`config.mk`:
```
export PLATFORM = sky130hd
export DESIGN_NAME = aon_clkdiv_ctrl
export DESIGN_NICKNAME = d
export VERILOG_FILES = /design/src/rtl/aon_clkdiv_ctrl.sv
export SDC_FILE = /design/constraint.sdc
export NUM_CORES = 1
export LEC_CHECK = 0
export BUFFER_PORTS_ARGS = -buffer_cell sky130_fd_sc_hd__clkbuf_2
export CAP_MARGIN = 20
export CORE_MARGIN = 2
export CORE_UTILIZATION = 55
export CTS_CLUSTER_SIZE = 20
export DETAILED_ROUTE_END_ITERATION = 10
export PLACE_DENSITY_LB_ADDON = 0.3
export REMOVE_ABC_BUFFERS = 1
export SYNTH_ARGS = -nofsm -noshare
export SYNTH_HDL_FRONTEND = slang
export SYNTH_SLANG_ARGS = --single-unit
```
`constraint.sdc`:
```
create_clock -name clk -period 4.4 [get_ports clk]
set_input_delay 0.88 -clock clk [delete_from_list [all_inputs] [get_ports clk]]
set_output_delay 0.88 -clock clk [all_outputs]
set_load 0.02 [all_outputs]
```
`src/rtl/aon_clkdiv_ctrl.sv`:
```
// Run-time controller for the AON slow clock: programmable half-period divider whose
// start, stop and ratio changes are all deferred to a falling boundary so no runt pulse escapes.
module aon_clkdiv_ctrl #(
    parameter int CNT_W       = 16,
    parameter int DEFAULT_DIV = 256
) (
    input  logic             clk,
    input  logic             reset_n,
    input  logic             en_i,
    input  logic [CNT_W-1:0] div_i,
    input  logic             div_req_i,
    output logic             div_ack_o,
    output logic             clk_out_o,
    output logic             rise_tick_o,
    output logic             fall_tick_o,
    output logic             running_o,
    output logic [CNT_W-1:0] div_cur_o
);

    typedef enum logic [1:0] {
        IDLE,
        RUN,
        STOP
    } state_t;

    localparam logic [CNT_W-1:0] DEFAULT_DIV_L = CNT_W'(DEFAULT_DIV);
    localparam logic [CNT_W-1:0] ONE           = CNT_W'(1);

    state_t           r_state;
    logic [CNT_W-1:0] r_cnt;
    logic [CNT_W-1:0] r_div_cur;
    logic [CNT_W-1:0] r_pend;
    logic             r_pend_vld;
    logic             r_clk;
    logic             r_rise;
    logic             r_fall;
    logic             r_ack;
    logic             r_running;

    logic [CNT_W-1:0] w_div_clamped;
    logic             w_terminal;
    logic             w_fall_bound;
    logic             w_accept;

    assign w_div_clamped = (div_i == '0) ? ONE : div_i;
    assign w_terminal    = (r_cnt == (r_div_cur - ONE));
    assign w_fall_bound  = w_terminal && r_clk;
    // The ack cycle blocks acceptance so a request still held high is not taken twice.
    assign w_accept      = div_req_i && !r_pend_vld && !r_ack;

    always_ff @(posedge clk) begin
        if (!reset_n) begin
            r_state    <= IDLE;
            r_cnt      <= '0;
            r_div_cur  <= DEFAULT_DIV_L;
            r_pend     <= '0;
            r_pend_vld <= 1'b0;
            r_clk      <= 1'b0;
            r_rise     <= 1'b0;
            r_fall     <= 1'b0;
            r_ack      <= 1'b0;
            r_running  <= 1'b0;
        end else begin
            r_rise <= 1'b0;
            r_fall <= 1'b0;
            r_ack  <= 1'b0;
            case (r_state)
                IDLE: begin
                    r_cnt <= '0;
                    r_clk <= 1'b0;
                    if (w_accept) begin
                        r_div_cur <= w_div_clamped;
                        r_ack     <= 1'b1;
                    end
                    if (en_i) begin
                        r_state   <= RUN;
                        r_running <= 1'b1;
                    end
                end
                RUN, STOP: begin
                    if (w_accept) begin
                        r_pend     <= w_div_clamped;
                        r_pend_vld <= 1'b1;
                    end
                    if (w_terminal) begin
                        r_cnt  <= '0;
                        r_clk  <= !r_clk;
                        r_rise <= !r_clk;
                        r_fall <= r_clk;
                    end else begin
                        r_cnt <= r_cnt + ONE;
                    end
                    // Ratio changes and halting only happen here, after a complete high phase.
                    if (w_fall_bound) begin
                        if (r_pend_vld) begin
                            r_div_cur  <= r_pend;
                            r_pend_vld <= 1'b0;
                            r_ack      <= 1'b1;
                        end
                        if (!en_i) begin
                            r_state   <= IDLE;
                            r_running <= 1'b0;
                        end else begin
                            r_state <= RUN;
                        end
                    end else begin
                        r_state <= en_i ? RUN : STOP;
                    end
                end
                default: begin
                    r_state   <= IDLE;
                    r_running <= 1'b0;
                    r_clk     <= 1'b0;
                    r_cnt     <= '0;
                end
            endcase
        end
    end

    assign div_ack_o   = r_ack;
    assign clk_out_o   = r_clk;
    assign rise_tick_o = r_rise;
    assign fall_tick_o = r_fall;
    assign running_o   = r_running;
    assign div_cur_o   = r_div_cur;

endmodule

```
Word level (Yosys, flattened, before mapping)
Cells that the tools add are included.

Input bits: 20. Register bits after elaboration: 56. Logic and storage cells: 59. Bits in writable memories: 0. Memories kept: 0. Bits in latches: 0. Memory bits (read-only): 0.

Multiply operators: 0. $lt $le $gt $ge: 0. Add/sub/neg operators: 2. Shifts and indexed selects: 0. Muxes and demuxes: 21. Eq/ne operators: 8. Div/mod/pow operators: 0. Reduce and logical (&&, ||, !) cells: 16. Bitwise logic cells: 2.

Operator list (number): $mux 16 (4); $pmux 16 s2 (1); $add 16x1->16 const B (1); $eq 16x16->1 (1); $logic_not 16->1 (1); $sub 16x1->16 const B (1); $mux 1 (10); $ne 2x2->1 const B (5); $mux 2 (3); $reduce_and 3->1 (2); $pmux 1 s2 (2); $pmux 2 s2 (1); $reduce_and 2->1 (2); $reduce_and 4->1 (1); $logic_and 1x1->1 (3); $logic_not 1->1 (3); $reduce_or 3->1 (1); $eq 2x1->1 const B (1); $eq 2x2->1 const B (1); $logic_not 2->1 (1); $not 1->1 (2); $reduce_bool 2->1 (1); $reduce_or 2->1 (1).

Longest topological paths before layout
Depth after elaboration: 6. Gate-level depth with buffers: 12.

Worst setup path before layout
No wires, ideal clock.

Path type: flip-flop to flip-flop. Start: register r_div_cur[0] (netlist: div_cur_o[0]). End: register r_div_cur[7] (netlist: div_cur_o[7]). Data required time: 4.261 ns. Stages on the path, launching flop included: 13. Setup slack: 1.599 ns. Library setup time: 0.139 ns. Data arrival time: 2.662 ns. Path buffers: 3. Cell sequence: dfxtp_1 > clkbuf_1 > inv_1 > ha_1 > or4b_4 > o31a_1 > o32ai_1 > o21ai_1 > o2111a_1 > buf_4 > buf_8 > a211oi_1 > a211oi_2.

Word-level cells in the longest chain between the ends: 5.

RTL lines: start: declaration (RTL line 31) `logic [CNT_W-1:0] r_div_cur;`; start signal: assignment (RTL line 72) `r_div_cur <= w_div_clamped;`; start signal: assignment (RTL line 96) `r_div_cur <= r_pend;`; $sub 16x1->16 (RTL line 46) `assign w_terminal = (r_cnt == (r_div_cur - ONE));`; $eq 16x16->1 (RTL line 46); $logic_and 1x1->1 (RTL line 47) `assign w_fall_bound = w_terminal && r_clk;`; $ne 2x2->1 (no source line); $reduce_and 4->1 (no source line).

No other way between the ends. A chain may end at the register's enable or synchronous reset.

Worst setup path in the final report
Start: register r_div_cur[0] (netlist: div_cur_o[0]). End: register r_div_cur[4] (netlist: div_cur_o[4]).

Same word-level chain as after synthesis.

==> out/qor.csv <==
metric;value;unit
status;complete, no violations;
largest net degree at the start of global routing;38;
crit path DAT;3410;ps
post-DP HPWL;4980;um
via count;2685;
WL final;6950;um
CTS root buf;clkbuf_8;
n_diodes;0;
reg2reg start;div_cur_o[0]$_SDFFE_PN0P_;
Worst R2R Path Depth;10;
VDD IR max;170;uV
min Tclk post-route;3220;ps
Critical Path End;div_cur_o[4]$_SDFFE_PN0P_;
Worst Path Max Fanout;20;
final setup violation count;0;
Layout area overhead;9.40;%
Hold Buf Count CTS;0;
DRC Markers;0;
CP max-delay cell;nor4b_1;
Die Y-Extent;79.3;um
CP startpoint kind;flip-flop;
max cap viols;0;
Starting Density;0.569;
first-pass GRT wire length;11700;um
level count of the clock H-tree;2;
placer congestion estimate;0.889;
Slew Limit Fails;0;
clock slew at reported path FFs;100;ps
asr flop ratio synth;0;
Synth area leader;dfxtp_1;
sequential power share;0.471;
Post-synth top cells;56 x dfxtp_1, 44 x nand2_1, 31 x nor2_1;
final net count;407;
Worst-Margin Slew;1020;ps
clk buf depth;2;
Slew headroom;0.316;
clk_lat worst skew;320;ps
fill cell count;498;
crit path capture type;flip-flop;
combinational power share;0.245;
Worst Slack Setup Final;1180;ps
io pins;41;
port bufs;40;
vias in the first global route;2498;
#FFs+latches synth;56;
final hold violation count;0;
final worst path period share;0.733;
DR iter-0 viols;305;
via/cell ratio;5.89;
clock skew;4.54;ps
CP Launch Point;div_cur_o[0]$_SDFFE_PN0P_;
grt total ovfl;0;
Int Pwr;0.832;mW
cell total after placement;448;
fin cells;456;
Core Area;0.00547;mm^2
CP required;4580;ps
fmax;0.310;GHz
critical path cell sequence;inv_1, ha_1, nor4b_1, and4_1, nor3_1, nor4_2, o2111a_1, buf_4, a21o_1, a211oi_1;
Post-CTS Setup Inserts;0;
drt pass-1 iters;4;
CTS resizes;0;
Num CTS Buffers;5;
worst hold path startpoint;r_pend[9]$_SDFFE_PN0P_;
Synth cell types;61;
P_sw;0.412;mW
die width;79.3;um
Mapped Area;0.00312;mm^2
syn avg cell area;8.70;um^2
die area;0.00628;mm^2
Sw Ratio;0.331;
pre-CTS WS;1230;ps
reg2reg setup slack;1180;ps
ranking of synthesized cells by area;dfxtp_1 36%, a211oi_1 5.5%, nand2_1 5.3%;
clock network power share;0.283;
Leak;1.24;nW
sequential area share after synthesis;0.360;
Reg2Reg Capture Point;div_cur_o[4]$_SDFFE_PN0P_;
routed len/inst;15.2;um
setup tns final;0;ps
share of cells above drive strength 1;0.195;
post-synthesis cell count;358;
count leader, synth;dfxtp_1;
initial antenna violation count;0;
row cnt;27;
Power Dens Cells;365;mW/mm^2
DRT antenna net count;0;
RSZ-0062 raised after global routing;no;
share of the synthesized area in the top cell type;0.360;
gr usage total;0.235;
synth warn;0;
Post-synth EDFFs;0;
CTS Sinks;56;
CTS tree;done;
Top FF cell, synth;dfxtp_1;
CP max stage delay;620;ps
worst min-delay path class;flip-flop to flip-flop;
kind of critical path;flip-flop to flip-flop;
## cell families (layout without fill, tap and decap cells)
kind of cell	after synthesis	after routing	synth area share
flops	56	56	0.360
xor+xnor	32	32	0.0900
simple gates	138	138	0.232
fa+ha+maj	4	4	0.0161
buf+inv	35	61	0.0554
mux	15	15	0.0482
compound gates	78	78	0.199
## metal layers
layer	up-vias	GRT usage	part of all wire
li1	1338	-	-
met1	1247	0.315	0.45
met2	79	0.366	0.47
met3	21	0.0443	0.054
met4	0	0.109	0.020
met5	-	0	0
## final cells by class
cell class / count / area (um^2) / share of cell area
inverters: 10 / 37.5 / 0.0110
repair buffers: 43 / 223 / 0.0653
multi-input cells: 267 / 1820 / 0.535
clock inverters: 3 / 46.3 / 0.0136
clock buffers: 5 / 68.8 / 0.0202
well taps: 72 / 90.1 / 0.0264
flip-flops and latches: 56 / 1120 / 0.329
## flip-flops by register name, summed over array words and instances (netlist names)
register	flops
fall_tick_o	1
r_pend_vld	1
running_o	1
clk_out_o	1
div_ack_o	1
r_state	2
r_pend	16
r_cnt	16
div_cur_o	16
rise_tick_o	1
## through the flow
step                      power, mW  hold WS, ps  cell area, um^2  utilization
after floorplan               0.809          436             2980            -
after global placement        0.892          441             3290        0.602
after detailed placement      0.898          448             3290        0.602
after CTS                      1.25          462             3410        0.623
after global routing           1.31          480             3410        0.623
final                          1.24          457             3410        0.623
## cell usage in the layout, fill, tap and decap left out, drive strengths merged, types with 3 or more instances in the layout
master	instances
a211oi	32
a21oi	18
a31oi	4
and3	5
and4	3
buf	3
clkbuf	45
dfxtp	56
ha	4
inv	11
mux2i	15
nand2	44
nand3	9
nand4	5
nor2	31
nor2b	5
nor3	10
nor4	11
o21ai	3
xnor2	14
xor2	18
## how the worst min path moves through the flow
stage / to / slack [ps] / cells past startpoint
2_1_floorplan: r_pend[10]$_SDFFE_PN0P_ / 440 / 2
3_3_place_gp: r_pend[7]$_SDFFE_PN0P_ / 440 / 2
3_5_place_dp: r_pend[8]$_SDFFE_PN0P_ / 450 / 2
4_1_cts: r_pend[8]$_SDFFE_PN0P_ / 460 / 2
5_1_grt: r_pend[8]$_SDFFE_PN0P_ / 480 / 2
6_report: r_pend[9]$_SDFFE_PN0P_ / 460 / 2
## power groups by stage
stage | clock network, mW | logic [mW] | registers, mW
2_1_floorplan | 0 | 0.202 | 0.608
3_5_place_dp | 0 | 0.301 | 0.598
4_1_cts | 0.359 | 0.305 | 0.585
5_1_grt | 0.384 | 0.335 | 0.592
6_report | 0.352 | 0.305 | 0.587
3_3_place_gp | 0 | 0.297 | 0.595
## critical path, delay by kind of cell, from the launching register on
family,cells,cell delay [ps]
AO/OA/AOI/OAI,3,920
adder cells (fa/ha/maj),1,270
flip-flops,1,400
AND/OR/NAND/NOR,4,1150
buffers and inverters,2,350
No activity file was read; power rests on OpenSTA's default activity.
